==> src/rtl/adder_csa_pipe.sv <==
// rtl/adder_csa_pipe.sv - two-stage carry-select add/sub with valid/ready handshake
// Stage 1 builds per-block candidate sums; stage 2 ripples block carries to pick them.
module adder_csa_pipe #(
  parameter int WIDTH = 32,
  parameter int BLK   = 4
) (
  input  logic             clk,
  input  logic             rst,
  input  logic             in_valid,
  output logic             in_ready,
  input  logic [WIDTH-1:0] a,
  input  logic [WIDTH-1:0] b,
  input  logic             cin,
  input  logic             sub,
  output logic             out_valid,
  input  logic             out_ready,
  output logic [WIDTH-1:0] sum,
  output logic             cout,
  output logic             ovf
);

  localparam int NBLK = WIDTH / BLK;

  logic             adv;
  logic             take;
  logic [WIDTH-1:0] b_eff;
  logic             c0;
  logic [BLK:0]     t0;
  logic [BLK:0]     t1;

  logic                      v1_d, v1_q;
  logic [NBLK-1:0][BLK-1:0]  s0_d, s0_q, s1_d, s1_q;
  logic [NBLK-1:0]           co0_d, co0_q, co1_d, co1_q;
  logic                      cm0_d, cm0_q, cm1_d, cm1_q;

  logic             v2_d, v2_q;
  logic [WIDTH-1:0] sum_d, sum_q;
  logic             cout_d, cout_q;
  logic             ovf_d, ovf_q;

  logic [WIDTH-1:0] sel_sum;
  logic             sel_c;
  logic             sel_cm;

  assign adv      = !v2_q || out_ready;
  assign take     = adv && in_valid;
  assign in_ready = adv;

  // Block 0 already knows its carry-in, so both of its candidates use c0 and
  // stage 2 can treat every block uniformly.
  always_comb begin
    b_eff = sub ? ~b : b;
    c0    = sub ? ~cin : cin;
    t0    = '0;
    t1    = '0;
    v1_d  = adv ? in_valid : v1_q;
    s0_d  = s0_q;
    s1_d  = s1_q;
    co0_d = co0_q;
    co1_d = co1_q;
    cm0_d = cm0_q;
    cm1_d = cm1_q;
    if (take) begin
      for (int k = 0; k < NBLK; k++) begin
        t0 = {1'b0, a[k*BLK +: BLK]} + {1'b0, b_eff[k*BLK +: BLK]}
           + {{BLK{1'b0}}, ((k == 0) ? c0 : 1'b0)};
        t1 = {1'b0, a[k*BLK +: BLK]} + {1'b0, b_eff[k*BLK +: BLK]}
           + {{BLK{1'b0}}, ((k == 0) ? c0 : 1'b1)};
        s0_d[k]  = t0[BLK-1:0];
        s1_d[k]  = t1[BLK-1:0];
        co0_d[k] = t0[BLK];
        co1_d[k] = t1[BLK];
      end
      // Carry into the MSB recovered from the top block's sum bit.
      cm0_d = t0[BLK-1] ^ a[WIDTH-1] ^ b_eff[WIDTH-1];
      cm1_d = t1[BLK-1] ^ a[WIDTH-1] ^ b_eff[WIDTH-1];
    end
  end

  always_comb begin
    sel_c   = 1'b0;
    sel_cm  = 1'b0;
    sel_sum = '0;
    for (int k = 0; k < NBLK; k++) begin
      sel_sum[k*BLK +: BLK] = sel_c ? s1_q[k] : s0_q[k];
      if (k == NBLK - 1) begin
        sel_cm = sel_c ? cm1_q : cm0_q;
      end
      sel_c = sel_c ? co1_q[k] : co0_q[k];
    end
  end

  always_comb begin
    v2_d   = adv ? v1_q : v2_q;
    sum_d  = sum_q;
    cout_d = cout_q;
    ovf_d  = ovf_q;
    if (adv && v1_q) begin
      sum_d  = sel_sum;
      cout_d = sel_c;
      ovf_d  = sel_cm ^ sel_c;
    end
  end

  always_ff @(posedge clk) begin
    if (rst) begin
      v1_q   <= 1'b0;
      s0_q   <= '0;
      s1_q   <= '0;
      co0_q  <= '0;
      co1_q  <= '0;
      cm0_q  <= 1'b0;
      cm1_q  <= 1'b0;
      v2_q   <= 1'b0;
      sum_q  <= '0;
      cout_q <= 1'b0;
      ovf_q  <= 1'b0;
    end else begin
      v1_q   <= v1_d;
      s0_q   <= s0_d;
      s1_q   <= s1_d;
      co0_q  <= co0_d;
      co1_q  <= co1_d;
      cm0_q  <= cm0_d;
      cm1_q  <= cm1_d;
      v2_q   <= v2_d;
      sum_q  <= sum_d;
      cout_q <= cout_d;
      ovf_q  <= ovf_d;
    end
  end

  assign out_valid = v2_q;
  assign sum       = sum_q;
  assign cout      = cout_q;
  assign ovf       = ovf_q;

endmodule

==> config.mk <==
export PLATFORM = sky130hd
export DESIGN_NAME = adder_csa_pipe
export DESIGN_NICKNAME = d
export VERILOG_FILES = /design/src/rtl/adder_csa_pipe.sv
export SDC_FILE = /design/constraint.sdc
export NUM_CORES = 1
export LEC_CHECK = 0
export ABC_AREA = 1
export CORE_AREA = 2 2 139 141
export CTS_CLUSTER_SIZE = 12
export DETAILED_ROUTE_END_ITERATION = 10
export DIE_AREA = 0 0 141 143
export GPL_ROUTABILITY_DRIVEN = 0
export PLACE_DENSITY = 0.55
export SLEW_MARGIN = 20
export SYNTH_ARGS = -nofsm -noshare
export SYNTH_HDL_FRONTEND = slang
export SYNTH_SLANG_ARGS = --single-unit
==> constraint.sdc <==
create_clock -name clk -period 3.3 [get_ports clk]
set_input_delay 0.66 -clock clk [delete_from_list [all_inputs] [get_ports clk]]
set_output_delay 0.66 -clock clk [all_outputs]
set_load 0.1 [all_outputs]
# [Word-level counts from Yosys, hierarchy flattened]
# Cells that the tools add are included.
[word_totals] regBits=114 out_inout_bits=36
[op_classes] addsub=16 n_reduce_logical=4 n_mux=17 bitwise=7
[ops] op="$add 4x4->5" count=8
[ops] op="$add 5x1->5 const B" count=7
[ops] op="$mux 32" count=1
[ops] op="$not 32->32" count=1
[ops] op="$mux 4" count=7
[ops] op="$mux 1" count=9
[ops] op="$add 5x1->5" count=1
[ops] op="$xor 1x1->1" count=5
[ops] op="$logic_and 1x1->1" count=2
[ops] op="$logic_not 1->1" count=1
[ops] op="$logic_or 1x1->1" count=1
[ops] op="$not 1->1" count=1

# [Longest topological paths before layout]
# Gate-level depths: netlist of run 1.
[depth] depth_word=8 mapped_depth=16 ltp_nobuf=15

# [Worst setup path after synthesis of run 1]
# No wires, ideal clock.
[synth_path] path_kind="input to register" from="input sub" to="register cm1_q" n_path_buf=2 path_slack_ns=0.467 setup_ns=0.128 t_arrival_ns=2.705 stages=10 cell_sequence="clkbuf_1 > buf_2 > xor2_1 > ha_1 > fa_1 > xor2_1 > nand3_1 > xor2_1 > xor2_1 > a21oi_1"
[synth_via] elab_chain_len=5
[synth_rtl] item="start: declaration" line_no="14" text="input logic sub,"
[synth_rtl] item="$mux 32 *" line_no="52" text="b_eff = sub ? ~b : b;"
[synth_rtl] item="$add 4x4->5" line_no="67" text="t1 = {1'b0, a[k*BLK +: BLK]} + {1'b0, b_eff[k*BLK +: BLK]}"
[synth_rtl] item="$add 5x1->5" line_no="68" text="+ {{BLK{1'b0}}, ((k == 0) ? c0 : 1'b1)};"
[synth_rtl] item="$xor 1x1->1" line_no="76" text="cm1_d = t1[BLK-1] ^ a[WIDTH-1] ^ b_eff[WIDTH-1];"
[synth_rtl] item="$xor 1x1->1 *" line_no="76"
[synth_rtl] item="end signal: assignment" line_no="125" text="cm1_q <= cm1_d;"
[synth_rtl] item="end: declaration" line_no="34" text="logic cm0_d, cm0_q, cm1_d, cm1_q;"
# Every way passes the cells marked *; elsewhere a longest branch is shown, timed or not.
# A chain may end at the register's enable or synchronous reset.

# [Worst setup path in the final report of run 1]
[layout_path] from="input b[8]" to="register s1_q[11] in the netlist's numbering"
[layout_via] elab_chain_len=4
[layout_rtl] item="start: declaration" line_no="12" text="input logic [WIDTH-1:0] b,"
[layout_rtl] item="$not 32->32" line_no="52"
[layout_rtl] item="$mux 32 *" line_no="52"
[layout_rtl] item="$add 4x4->5 *" line_no="67"
[layout_rtl] item="$add 5x1->5 *" line_no="68"
[layout_rtl] item="end signal: assignment" line_no="109" text="s1_q <= '0;"
[layout_rtl] item="end signal: assignment" line_no="121" text="s1_q <= s1_d;"
[layout_rtl] item="end: declaration" line_no="32" text="logic [NBLK-1:0][BLK-1:0] s0_d, s0_q, s1_d, s1_q;"
# Marked as above.

==> results of run 1 <==
## worst max path at each step
stage,endpoint,cells after the start
after detailed placement,s1_q[11],11
final,s1_q[11],11
after global placement,s1_q[11],11
after CTS,s1_q[11],11
after floorplan,cm1_q,10
after global routing,s1_q[11],11
## logic make-up (layout without fill, tap and decap cells)
kind of cell / count (synthesis) / count (layout) / share of synthesized area, %
XOR/XNOR: 59 / 59 / 8.071
buffers and inverters: 149 / 253 / 9.205
AO/OA/AOI/OAI: 183 / 183 / 16.26
AND/OR/NAND/NOR: 267 / 267 / 20.70
adder cells (fa/ha/maj): 48 / 48 / 10.44
flip-flops: 113 / 113 / 35.33
## Yosys cell counts
master,count
a211oi_1,7
a21o_1,1
a21oi_1,73
a31oi_1,4
buf_1,4
buf_2,6
buf_6,2
clkbuf_1,27
dfxtp_1,113
fa_1,9
ha_1,39
inv_1,107
inv_2,2
inv_8,1
nand2_1,111
nand2_2,5
nand2_4,7
nand3_1,55
nand3_2,5
nand3_4,11
nand3b_1,1
nor2_1,71
o211ai_1,26
o21a_1,1
o21ai_0,61
o21ai_1,1
o21bai_1,1
o221ai_1,8
or2_2,1
xnor2_1,15
xor2_1,44
## registers in the layout (all words and copies together) (netlist names)
| register | flops |
|---|---|
| cout | 1 |
| sum | 32 |
| ovf | 1 |
| co1_q | 7 |
| s1_q | 28 |
| cm1_q | 1 |
| co0_q | 8 |
| s0_q | 32 |
| cm0_q | 1 |
| out_valid | 1 |
| v1_q | 1 |
## metal layers
| metal | track usage [%] | wire, microns | part of all wire, % | up-vias |
|---|---|---|---|---|
| met2 | 23.83 | 6327 | 42 | 108 |
| met4 | 5.368 | 175 | 1.2 | 0 |
| met1 | 22.53 | 7928 | 53 | 2355 |
| met3 | 3.353 | 639 | 4.2 | 10 |
| met5 | 0 | 0 | 0 | - |
| li1 | - | - | - | 2888 |
## cell type report
class,count,area (sq um)
Clock inverter,6,55.05
Sequential cell,113,2262
Clock buffer,25,495.5
Inverter,110,420.4
Fill cell,1917,10450
Multi-Input combinational cell,557,3561
Tap cell,234,292.8
Timing Repair Buffer,112,1041
## through the flow
stage               hold slack [ns]  total power [W]  setup slack (ns)
floorplan                    0.4298         0.002615            0.4666
global placement             0.4410         0.002960            0.3880
detailed placement           0.4467         0.002963            0.3479
CTS                          0.4539         0.004680            0.7797
global route                 0.4621         0.004918            0.5499
finish                       0.4518         0.004632            0.7674
## cell usage in the layout (no fill, tap or decap), types with 40 or more instances in the layout
cell / instances
nand2_1: 110
dfxtp_1: 113
buf_4: 40
a21oi_1: 73
nor2_1: 70
inv_1: 106
clkdlybuf4s50_1: 67
o21ai_0: 61
xor2_1: 44
nand3_1: 55
## critical path: stages
cell and delay [ns]:
clkdlybuf4s50_1 0.52, xor2_1 0.16, ha_1 0.18, inv_1 0.05
fa_1 0.39, xnor2_1 0.36, nand3_1 0.16, nand2_1 0.10
nand2_1 0.05, o221ai_1 0.15, inv_1 0.05
## where the power goes
part           total (W)  internal (W)  switching [W]
Sequential       0.00160       0.00151      0.0000824
Combinational    0.00133      0.000475       0.000858
Clock            0.00170       0.00110       0.000603
==> impl_metrics.csv, run 1 <==
group,metric,value,unit
drt,dr.pass1.iters,5,
sta,slew_headroom,49.20,%
layout,drive_gt1_share,11.59,%
cts,clk_pin_slew,0.05,ns
layout,nets,1029,
setup_path,crit_arrival,2.84,ns
sta,maxSlewViolCount,0,
sta,fin_crit,2.533,ns
power_and_ir_drop,cellPowerDensity,569.9,nW/um^2
sta,finalSetupViolations,0,
die,die_h,143,microns
setup_path,crit_fanout,4,
setup_path,r2r_slack,1.15,ns
global_routing,grt_pass1_wl,25.27,mm
placement,port_buffers,105,
die,dieWidth,141,microns
cts,holdBufCountCts,0,
global_routing,grt_pass1_vias,5069,
sta,worst_slew_pin_slew,0.7620,ns
setup_path,crit_type,"input pin to register",
die,ios,106,
sta,skew,0.01357,ns
cts,cts-resized-gates,0,
global_routing,overflow,0,
die,coreArea,18580,sq um
synth,synth_warnings,0,
min_path,hp-class,"register to register",
drt,wl_per_cell,13.03,microns
layout,area_delta_synth_final,26.95,%
drt,antenna_left,0,
sta,setup_tns,0,ns
cts,numCtsBuffers,17,
min_path,min_delay_path_depth,2,
synth,yosys_register_bits,113,
synth,avgSynthCellArea,7.817,sq um
cts,clock_sinks,113,
setup_path,r2r-end,"ovf",
die,start_util,34.46,%
global_routing,grt_use_total,15.84,%
cts,cts-root-buf,"clkbuf_16",
layout,final_cells,1157,
outcome,status,"complete, no violations",
cts,clk-insertion-delay-late,0.42,ns
cts,cts_tree,"done",
setup_path,crit-reg2reg-launch,"co0_q[0]",
drt,drt_iter0_markers,267,
cts,cts.path.max_buffers,2,
min_path,min_to,"s1_q[25]",
sta,fmax,394.8,MHz
synth,ys_types,31,
power_and_ir_drop,vdd_drop_max,372.8,uV
synth,ys_seq_area_share,35.33,%
placement,place_inst,1126,
synth,syn_nets,937,
synth,yosysTopAreaCell,"dfxtp_1",
cts,h-tree-depth,4,
layout,stdcell_area,8128,sq um
sta,period_share,76.75,%
min_path,worstHoldStart,"s1_q[25]",
power_and_ir_drop,p_leak,3.713,nW
drt,drc,0,
global_routing,antenna_found_initial,0,
setup_path,ff2ff_path_depth,15,
die,rows,50,
setup_path,start_kind,"input pin",
setup_path,cp-end-kind,"register",
placement,placed_cell_area,7577,sq um
layout,n_antenna_cell,0,
setup_path,crit_required,3.60,ns
synth,syn_area,6402,sq um
placement,post-dp-hpwl,10.53,mm
drt,num_vias,5361,
flow_run,maxCapViolations,0,
cts,cts_setup_buffers,0,
sta,grt_setup_unrepaired,"no",
drt,viasPerCell,4.634,
synth,postSynthCellCount,819,
sta,hold_viol,0,
synth,netlist_top_cells_area,"dfxtp_1, ha_1, nand2_1",
drt,totalWireLength,15.07,mm
global_routing,grt_max_degree,78,
synth,synth_top_area_share,35.33,%
layout,post-route-util,43.74,%
die,die_area,20160,sq um
setup_path,critPathLaunch,"b[8]",
(Power assumes the default switching activity.)
==> run 2: changes to the inputs <==
- clock period: 3.3 -> 2.6 ns (I/O delays scaled with it)
==> run 2 against run 1 <==
  * Non-clock buffer count is 20 higher
  * Hold slack better by 0.0017 ns
  * Worst setup slack worse by 0.41 ns
  * First-iteration DRC count is 31% higher
  * Clock skew hardly changed
  * Total power is 28% higher
  * Clock-buffer cell count stayed put
  * Via count is 1.9% higher
  * Sequential cell count stayed put
  * Design area is 2.3% higher
  * Cell count is 1.7% higher
  * Critical path type unchanged
==> impl_metrics.csv, run 2 (synthesis results as in run 1) <==
group,metric,value,unit
cts,cts.path.max_buffers,2,
layout,stdcell_area,8317,sq um
power_and_ir_drop,cellPowerDensity,715.0,nW/um^2
layout,most-common-layout-cells,"dfxtp_1, nand2_1, inv_1",
drt,drt_iter0_markers,349,
global_routing,grt_max_degree,47,
layout,nets,1049,
global_routing,grt_pass1_vias,5045,
setup_path,cp-end-kind,"register",
drt,totalWireLength,15.04,mm
cts,clk-insertion-delay-late,0.41,ns
sta,worst_slew_pin_slew,0.4427,ns
cts,h-tree-depth,4,
setup_path,crit_type,"input pin to register",
sta,slew_headroom,70.45,%
cts,cts-resized-gates,0,
setup_path,crit-reg2reg-launch,"co0_q[0]",
cts,holdBufCountCts,0,
global_routing,grt_use_total,15.61,%
global_routing,antenna_found_initial,0,
setup_path,crit_fanout,3,
global_routing,overflow,0,
setup_path,critPathLaunch,"b[8]",
cts,numCtsBuffers,17,
drt,viasPerCell,4.641,
die,start_util,34.46,%
cts,cts-root-buf,"clkbuf_16",
drt,num_vias,5462,
placement,placed_cell_area,7766,sq um
die,coreArea,18580,sq um
sta,maxSlewViolCount,0,
setup_path,start_kind,"input pin",
min_path,hp-class,"register to register",
sta,fmax,446.3,MHz
power_and_ir_drop,p_comb_share,29.7,%
sta,finalSetupViolations,0,
cts,clk_pin_slew,0.05,ns
sta,skew,0.01330,ns
global_routing,grt_pass1_wl,24.84,mm
die,dieWidth,141,microns
placement,port_buffers,105,
layout,layout_commonest_cell,"dfxtp_1",
power_and_ir_drop,switching_share,32.91,%
die,rows,50,
power_and_ir_drop,p_total,0.005947,W
min_path,worstHoldStart,"s1_q[25]",
flow_run,maxCapViolations,0,
power_and_ir_drop,p_clk_share,36.2,%
layout,drive_gt1_share,13.57,%
placement,post-dp-hpwl,11.19,mm
drt,wl_per_cell,12.77,microns
die,die_area,20160,sq um
drt,drc,0,
layout,n_antenna_cell,0,
sta,period_share,86.18,%
power_and_ir_drop,p_leak,3.824,nW
cts,cts_tree,"done",
sta,fin_crit,2.241,ns
die,die_h,143,microns
sta,hold_viol,0,
power_and_ir_drop,switchingPower,0.001957,W
power_and_ir_drop,p_int,0.003990,W
power_and_ir_drop,p_seq_share,34.1,%
sta,grt_setup_unrepaired,"no",
drt,antenna_left,0,
drt,dr.pass1.iters,4,
outcome,status,"complete, no violations",
power_and_ir_drop,vdd_drop_max,421.3,uV
setup_path,crit_required,2.90,ns
cts,clock_sinks,113,
cts,cts_setup_buffers,0,
setup_path,crit_arrival,2.54,ns
layout,area_delta_synth_final,29.90,%
die,ios,106,
==> run 2: cell type report <==
class,count,area [sq um]
Clock buffer,25,495.5
Sequential cell,113,2263
Multi-Input combinational cell,557,3561
Inverter,110,420.4
Timing Repair Buffer,132,1229
Clock inverter,6,55.05
Fill cell,1868,10260
Tap cell,234,292.8
==> run 2: power groups by stage <==
stage / Sequential [W] / Combinational (W) / Clock, W
after global placement: 0.00206 / 0.00177 / 0
after global routing: 0.00205 / 0.00197 / 0.00229
after floorplan: 0.00231 / 0.00100 / 0
final: 0.00203 / 0.00176 / 0.00216
after detailed placement: 0.00206 / 0.00178 / 0
after CTS: 0.00203 / 0.00179 / 0.00222
==> run 2: worst paths after layout <==
kind | to | slack (ns) | cells after the start
worst min register to register | s1_q[25] | 0.45 | 2
worst max-delay path | s1_q[11] | 0.36 | 11
worst max register to register | ovf | 0.55 | 15
worst min-delay path | s1_q[25] | 0.45 | 2
==> run 2: worst max-delay path, cell delays in order <==
cell and delay, ns:
clkdlybuf4s50_1 0.49, xor2_1 0.16, ha_1 0.21, inv_1 0.06, fa_1 0.40, xnor2_1 0.26, nand3_1 0.13, nand2_1 0.08
nand2_1 0.05, o221ai_1 0.14, inv_1 0.05
==> run 2: per-layer routing <==
layer	wire length [microns]	part of all wire [%]	track usage [%]	up-vias
met1	7806	52	22.04	2446
met5	0	0	0	-
li1	-	-	-	2918
met2	6463	43	23.18	92
met4	104	0.69	5.368	0
met3	662	4.4	3.890	6
==> run 2: through the flow <==
step	setup slack (ns)	TNS [ns]	cells	utilization, %	hold WS (ns)
after global placement	-0.06583	-0.2384	1146	41.80	0.4411
after floorplan	-0.03589	-0.1096	819	-	0.4298
after global routing	0.2063	0	1177	44.76	0.4780
after detailed placement	-0.07654	-0.4134	1146	41.80	0.4456
final	0.3592	0	1177	44.76	0.4535
after CTS	0.3560	0	1177	44.76	0.4543
==> run 3: changes to the inputs <==
- CORE_AREA: 2 2 139 141 -> 2 2 160 123
- DIE_AREA: 0 0 141 143 -> 0 0 162 125
==> run 3 against run 2 <==
  * First-iteration DRC count is 6.0% lower
  * Clock-buffer cell count is 6 lower
  * Clock skew hardly changed
  * Utilization hardly changed
  * Combinational power is 2% higher
  * Via count is 0.44% higher
  * Critical endpoint unchanged
  * Largest cell class unchanged
  * Highest routed layer unchanged
==> impl_metrics.csv, run 3 (synthesis results as in run 1) <==
group,metric,value,unit
cts,clock_sinks,113,
layout,drive_gt1_share,13.97,%
sta,finalSetupViolations,0,
layout,area_delta_synth_final,31.64,%
die,coreArea,18830,sq um
drt,wl_met3,639,microns
outcome,status,"complete, no violations",
power_and_ir_drop,cellPowerDensity,735.1,nW/um^2
setup_path,start_kind,"input pin",
cts,cts-resized-gates,0,
die,die_area,20250,sq um
setup_path,cp-end-kind,"register",
drt,wl_met1,8.632,mm
sta,grt_setup_unrepaired,"no",
drt,antenna_left,0,
drt,highest_layer,"met4",
sta,fmax,447.1,MHz
power_and_ir_drop,vdd_drop_max,486.5,uV
cts,cts.path.max_buffers,2,
sta,fin_crit,2.237,ns
sta,slew_headroom,52.95,%
layout,stdcell_area,8428,sq um
power_and_ir_drop,p_leak,3.848,nW
placement,placed_cell_area,7823,sq um
setup_path,cp-endpoint,"s1_q[11]",
setup_path,r2r-end,"ovf",
layout,n_antenna_cell,0,
min_path,hp-class,"register to register",
cts,cts-root-buf,"clkbuf_16",
setup_path,crit_fanout,3,
cts,cts_setup_buffers,0,
global_routing,grt_pass1_wl,26.16,mm
drt,viasPerCell,4.579,
global_routing,antenna_found_initial,0,
flow_run,maxCapViolations,0,
cts,holdBufCountCts,0,
placement,post-dp-hpwl,11.30,mm
setup_path,crit_type,"input pin to register",
die,rows,44,
sta,setup_tns,0,ns
cts,cts_tree,"done",
drt,num_vias,5486,
cts,clk_pin_slew,0.05,ns
global_routing,grt_use_total,16.08,%
layout,nets,1050,
sta,maxSlewViolCount,0,
setup_path,crit_arrival,2.54,ns
die,die_h,125,microns
sta,period_share,86.03,%
cts,numCtsBuffers,17,
setup_path,crit_required,2.90,ns
sta,skew,0.01340,ns
layout,layout_commonest_cell,"dfxtp_1",
global_routing,grt_max_degree,51,
cts,h-tree-depth,4,
drt,wl_met2,6.002,mm
sta,worst_slew_pin_slew,0.7014,ns
setup_path,ff2ff_path_depth,15,
cts,clk-insertion-delay-late,0.42,ns
drt,wl_per_cell,12.83,microns
die,ios,106,
drt,drt_iter0_markers,328,
die,start_util,34.00,%
setup_path,crit-reg2reg-launch,"co0_q[0]",
layout,most-common-layout-cells,"dfxtp_1, nand2_1, inv_1",
die,dieWidth,162,microns
global_routing,overflow,0,
sta,hold_viol,0,
drt,dr.pass1.iters,6,
setup_path,critPathLaunch,"b[8]",
global_routing,grt_pass1_vias,5266,
drt,drc,0,
drt,totalWireLength,15.37,mm
placement,port_buffers,105,
setup_path,r2r_slack,0.52,ns
run 3: critical path, stage by stage:
cell and delay (ns):
clkdlybuf4s50_1 0.47, xor2_1 0.16, ha_1 0.19, inv_1 0.06, fa_1 0.39, xnor2_1 0.27
nand3_1 0.13, nand2_1 0.09, nand2_1 0.05, o221ai_1 0.16, inv_1 0.06
run 3: layout make-up:
type | count | area [sq um]
fill | 1922 | 10400
tap | 253 | 316.6
inverter | 110 | 420.4
clock buffer | 19 | 442.9
timing repair buffer | 133 | 1261
multi-input combinational | 557 | 3561
clock inverter | 13 | 162.7
sequential | 113 | 2263
run 3: metal layers:
| metal | vias up | global-route usage (%) |
|---|---|---|
| met3 | 10 | 3.749 |
| met5 | - | 0 |
| met4 | 0 | 4.217 |
| met2 | 105 | 22.63 |
| met1 | 2446 | 24.42 |
| li1 | 2925 | - |
run 3: through the flow:
stage	hold WS, ns	total power (W)	setup slack, ns	instances	utilization, %
global placement	0.4448	0.003859	-0.03562	1166	41.55
CTS	0.4601	0.006268	0.3699	1198	44.76
finish	0.4620	0.006196	0.3632	1198	44.76
floorplan	0.4298	0.003320	-0.03589	819	-
global route	0.4832	0.006567	0.1412	1198	44.76
detailed placement	0.4525	0.003872	-0.07975	1166	41.55
run 3: worst min-delay path by stage:
stage,startpoint,end,slack (ns),cells past startpoint
after floorplan,s1_q[25],s1_q[25],0.43,2
after global placement,s1_q[25],s1_q[25],0.44,2
after detailed placement,s1_q[25],s1_q[25],0.45,2
after CTS,s1_q[25],s1_q[25],0.46,2
after global routing,sum[24],sum[24],0.48,2
final,s1_q[25],s1_q[25],0.46,2
run 3: report_power, final:
part	switching, W	total [W]	internal, W
clock	0.000840	0.00237	0.00153
combinational	0.00110	0.00180	0.000692
sequential	0.000112	0.00203	0.00192
total	0.00206	0.00620	0.00414
